File: src/rtl/cam_lookup_ctrl.sv
// Clocked front-end for an 8-entry combinational CAM: registers the lookup key/mode,
// waits SETTLE cycles, then captures the CAM result into a held response. Optional statistics: CAM_LOOKUP_STATS_EN.
module cam_lookup_ctrl #(
    parameter int KEY_W  = 16,
    parameter int MODE_W = 2,
    parameter int ADDR_W = 3,
    parameter int SETTLE = 1,
    parameter int CNT_W  = 16
) (
    input  logic              clk,
    input  logic              rst_n,
    input  logic              req_valid,
    output logic              req_ready,
    input  logic [KEY_W-1:0]  req_key,
    input  logic [MODE_W-1:0] req_mode,
    output logic [KEY_W-1:0]  cam_data_lookup,
    output logic [MODE_W-1:0] cam_init,
    input  logic [ADDR_W-1:0] cam_addr,
    input  logic              cam_valid,
    input  logic [ADDR_W-1:0] cam_num_match,
    output logic              rsp_valid,
    input  logic              rsp_ready,
    output logic              rsp_hit,
    output logic [ADDR_W-1:0] rsp_addr,
    output logic [ADDR_W-1:0] rsp_num_match,
    output logic              rsp_multi
`ifdef CAM_LOOKUP_STATS_EN
    ,
    input  logic              stats_clr,
    output logic [CNT_W-1:0]  hit_count,
    output logic [CNT_W-1:0]  miss_count,
    output logic [CNT_W-1:0]  multi_count
`endif
);

    typedef enum logic [1:0] {IDLE, WAIT, RESP} state_t;

    state_t      state_reg;
    logic [3:0]  cnt_reg;
    logic        capture;

    if (SETTLE < 1 || SETTLE > 15 || CNT_W < 1) begin : g_bad_param
        $error("cam_lookup_ctrl: SETTLE must be 1..15 and CNT_W >= 1");
    end

    // The CAM result is sampled on the last settle edge, i.e. SETTLE edges after accept.
    assign capture = (state_reg == WAIT) && (cnt_reg == 4'd1);

    always_ff @(posedge clk or negedge rst_n) begin
        if (!rst_n) begin
            state_reg       <= IDLE;
            cnt_reg         <= '0;
            req_ready       <= 1'b1;
            rsp_valid       <= 1'b0;
            cam_data_lookup <= '0;
            cam_init        <= '0;
            rsp_hit         <= 1'b0;
            rsp_addr        <= '0;
            rsp_num_match   <= '0;
            rsp_multi       <= 1'b0;
        end else begin
            case (state_reg)
                IDLE: begin
                    if (req_valid) begin
                        cam_data_lookup <= req_key;
                        cam_init        <= req_mode;
                        cnt_reg         <= 4'(SETTLE);
                        req_ready       <= 1'b0;
                        state_reg       <= WAIT;
                    end
                end
                WAIT: begin
                    cnt_reg <= cnt_reg - 4'd1;
                    if (capture) begin
                        rsp_hit       <= cam_valid;
                        rsp_addr      <= cam_valid ? cam_addr : '0;
                        rsp_num_match <= cam_num_match;
                        rsp_multi     <= (cam_num_match > ADDR_W'(1));
                        rsp_valid     <= 1'b1;
                        state_reg     <= RESP;
                    end
                end
                RESP: begin
                    // Data fields are left as captured; only the handshake flag drops.
                    if (rsp_ready) begin
                        rsp_valid <= 1'b0;
                        req_ready <= 1'b1;
                        state_reg <= IDLE;
                    end
                end
                default: begin
                    state_reg <= IDLE;
                    req_ready <= 1'b1;
                    rsp_valid <= 1'b0;
                end
            endcase
        end
    end

`ifdef CAM_LOOKUP_STATS_EN
    // Bit 0: hit, bit 1: miss, bit 2: multi-match.
    logic [2:0] stat_inc;
    assign stat_inc = {capture && (cam_num_match > ADDR_W'(1)),
                       capture && !cam_valid,
                       capture && cam_valid};

    for (genvar gi = 0; gi < 3; gi++) begin : g_stat
        logic [CNT_W-1:0] cnt_reg;
        always_ff @(posedge clk or negedge rst_n) begin
            if (!rst_n) begin
                cnt_reg <= '0;
            end else if (stats_clr) begin
                cnt_reg <= '0;
            end else if (stat_inc[gi] && (cnt_reg != '1)) begin
                cnt_reg <= cnt_reg + 1'b1;
            end
        end
    end

    assign hit_count   = g_stat[0].cnt_reg;
    assign miss_count  = g_stat[1].cnt_reg;
    assign multi_count = g_stat[2].cnt_reg;
`endif

endmodule

File: config.mk
export PLATFORM = sky130hd
export DESIGN_NAME = cam_lookup_ctrl
export DESIGN_NICKNAME = d
export VERILOG_FILES = /design/src/rtl/cam_lookup_ctrl.sv
export SDC_FILE = /design/constraint.sdc
export NUM_CORES = 1
export LEC_CHECK = 0
export BUFFER_PORTS_ARGS = -buffer_cell sky130_fd_sc_hd__buf_4
export CAP_MARGIN = 20
export CORE_MARGIN = 1
export CORE_UTILIZATION = 48
export CTS_CLUSTER_SIZE = 28
export DETAILED_ROUTE_END_ITERATION = 12
export PLACE_DENSITY = 0.89
export SLEW_MARGIN = 10
export SYNTH_ARGS = -nofsm -noshare
export SYNTH_HDL_FRONTEND = slang
export SYNTH_SLANG_ARGS = --single-unit
File: constraint.sdc
create_clock -name clk -period 2 [get_ports clk]
set_clock_uncertainty 0.15 [all_clocks]
set_input_delay 0.3 -clock clk [delete_from_list [all_inputs] [get_ports clk]]
set_output_delay 0.3 -clock clk [all_outputs]
set_load 0.02 [all_outputs]
==> impl_metrics.env <==
export IMPL_ant_nets=0
export IMPL_fmaxAchievable_mhz=599
export IMPL_final_layout_size_suffix_gt1_share_pct=57.6
export IMPL_required_ns=2.08
export IMPL_syn_num_nets=131
export IMPL_multi_input_area_um2=553
export IMPL_fill_cells=196
export IMPL_clk_pin_slew_ns=0.11
export IMPL_antenna_cells=0
export IMPL_final_nets=195
export IMPL_crit_type="flop to flop"
export IMPL_clock_root_buffer="clkbuf_4"
export IMPL_grtUsageTotal_pct=19.3
export IMPL_cts_tree="built"
export IMPL_netlist_top_cells_area="dfrtp_1, mux2_4, mux2_2, mux2i_1, nand2_1"
export IMPL_avgRoutedWirePerCell_um=14.9
export IMPL_die_y_um=57.4
export IMPL_drtPass1Iterations=8
export IMPL_yosysSeqAreaShare_pct=57.8
export IMPL_grt_pass1_wl_mm=4.70
export IMPL_crit_chain="inv_1 > ha_1 > nor3b_4 > nand3_4 > mux2_4"
export IMPL_finalCritPeriodShare_pct=83.5
export IMPL_maxCapViolations=0
export IMPL_synth_area_um2=1470
export IMPL_rsz0062_at_grt="no"
export IMPL_cts_sinks=34
export IMPL_numCtsBuffers=5
export IMPL_die_area_um2=3300
export IMPL_critPathCaptureType="flop"
export IMPL_grt_pass1_vias=1012
export IMPL_cts_htree_levels=2
export IMPL_period_needed_ns=1.67
export IMPL_critPathLaunchType="flop"
export IMPL_syn_to_final_growth_pct=35.8
export IMPL_synthCells=100
export IMPL_max_stage_delay_ns=0.40
export IMPL_power_leakage_nw=1.02
export IMPL_cp_top_family="simple AND/OR/NAND/NOR gates"
export IMPL_yosys_warnings=0
export IMPL_antenna_found_initial=0
export IMPL_holdCritPathClass="input pin to flop"
export IMPL_clockBufferDepth=2
export IMPL_fin_setup_tns_ns=0
export IMPL_drv_slew=0
export IMPL_p_per_area_nw_per_um2=1720
export IMPL_tightest_slew_ns=0.423
export IMPL_hpwl_mm=2.19
export IMPL_cts_resized=0
export IMPL_drc=6
export IMPL_viasPerCell=4.97
export IMPL_crit_slowest_cell="dfrtp_1"
export IMPL_peakVddDrop_mv=0.678
export IMPL_start_util_pct=52.1
export IMPL_crit_fanout=10
export IMPL_crit_buf_inv=1
export IMPL_status="finished, violations left"
export IMPL_ioPinCount=57
export IMPL_coreArea_um2=2830
export IMPL_largest_reg_flops=16
export IMPL_dieWidth_um=57.4
export IMPL_vias=974
export IMPL_postRouteWirelength_mm=2.91
export IMPL_synthDistinctLibCells=24
export IMPL_hold_viol_final=0
export IMPL_routabilityCongestion=0.758
export IMPL_row_count=19
export IMPL_grt_ovfl_total=0
export IMPL_cts_setup_buffers=0
export IMPL_netlist_area_leader_share_pct=56.0
export IMPL_grt_max_degree=35
export IMPL_ctsHoldBuffers=2
export IMPL_critPathArrivalTime_ns=1.74
export IMPL_dp_cells=186
export IMPL_io_buffers=56
export IMPL_synth_area_per_cell_um2=14.7
export IMPL_synth_area_leader_cell="dfrtp_1"
export IMPL_final_seq_area_um2=852
export IMPL_ys_seq_elements=34
export IMPL_stdcell_count=196
export IMPL_relSlewSlack_pct=71.7
export IMPL_violations="design-rule violations"
export IMPL_worstSkewPairLatency_ns=0.34
export IMPL_final_setup_viol_count=0
export IMPL_drtIter0Drc=25
==> path summary, 6_finish.rpt <==
kind / start / endpoint / slack [ns] / cells after the start
worst max-delay path: cnt_reg[1] / rsp_hit / 0.33 / 5
worst min-delay path: req_key[4] / cam_data_lookup[4] / 0.04 / 2
worst max register to register: cnt_reg[1] / rsp_hit / 0.33 / 5
worst min register to register: rsp_valid / rsp_valid / 0.36 / 2
max in group asynchronous: rst_n / req_ready / 1.09 / 2
min in group asynchronous: rst_n / cam_data_lookup[4] / 0.27 / 2
==> worst register-to-register path, stage by stage (launching register included) <==
cell and delay, ns:
dfrtp_1 0.40, inv_1 0.08, ha_1 0.14, nor3b_4 0.24, nand3_4 0.20, mux2_4 0.35
==> final cells by class <==
cell class	instances	share of cell area, %
clock buffer	6	2.56
clock inverter	2	0.625
timing repair buffer	60	23.4
inverter	7	1.31
sequential	34	42.6
multi-input combinational	56	27.6
tap	31	1.94
==> cells in the mapped netlist <==
cell type	number
nand2b_1	1
o21bai_1	1
dfstp_2	1
ha_1	2
o21ai_0	3
a22o_2	1
inv_1	7
buf_12	1
nand2_1	8
nand3_1	1
nor2_1	3
mux2_4	14
mux2i_1	4
o31ai_1	1
nor3b_4	1
buf_6	2
mux2_2	9
dfrtp_1	33
nand3_4	1
or3_2	1
o22a_1	1
o311ai_1	1
a21oi_1	2
nor3b_2	1
==> power by group <==
part           internal, W  switching (W)
combinational     0.000931       0.000832
clock             0.000169       0.000233
sequential         0.00104       0.000234
total              0.00214        0.00130
==> kinds of logic (layout without fill, tap and decap cells) <==
| group | count (synthesis) | after routing | share of synthesized area, % |
|---|---|---|---|
| buffers and inverters | 10 | 75 | 4.67 |
| flip-flops | 34 | 34 | 57.8 |
| adder cells (fa/ha/maj) | 2 | 2 | 1.70 |
| AO/OA/AOI/OAI | 10 | 10 | 4.58 |
| AND/OR/NAND/NOR | 17 | 17 | 7.39 |
| multiplexers | 27 | 27 | 23.9 |
==> cell usage in the layout (no fill, tap or decap) <==
cell type,instances
o22a_1,1
nand3_1,1
dfrtp_1,33
buf_4,57
nor3b_2,1
o21bai_1,1
o311ai_1,1
mux2_2,9
dfstp_2,1
nand2b_1,1
dlygate4sd3_1,2
mux2_4,14
nor3b_4,1
clkinvlp_4,1
o21ai_0,3
nand3_4,1
clkbuf_4,5
clkinv_2,1
buf_12,1
a21oi_1,2
mux2i_1,4
inv_1,7
a22o_2,1
o31ai_1,1
or3_2,1
nand2_1,8
nor2_1,3
clkbuf_8,1
ha_1,2
==> layer usage <==
| layer | global-route usage, % | vias up | wire length (µm) |
|---|---|---|---|
| met4 | 9.06 | 0 | 48 |
| met1 | 23.6 | 462 | 1240 |
| met2 | 32.4 | 33 | 1460 |
| li1 | - | 472 | - |
| met5 | 0 | - | 0 |
| met3 | 4.31 | 7 | 167 |
==> through the flow <==
step	area (µm²)	power [W]	hold WS [ns]	utilization (%)	worst slack (ns)
3_5_place_dp	1920	0.00306	0.113	67.8	0.331
6_report	2000	0.00344	0.0354	70.8	0.331
3_3_place_gp	1920	0.00296	0.105	67.8	0.404
4_1_cts	2000	0.00347	0.0279	70.8	0.315
2_1_floorplan	1470	0.00241	-0.146	-	0.448
5_1_grt	2000	0.00364	0.0209	70.8	0.214
(Power assumes the default switching activity.)
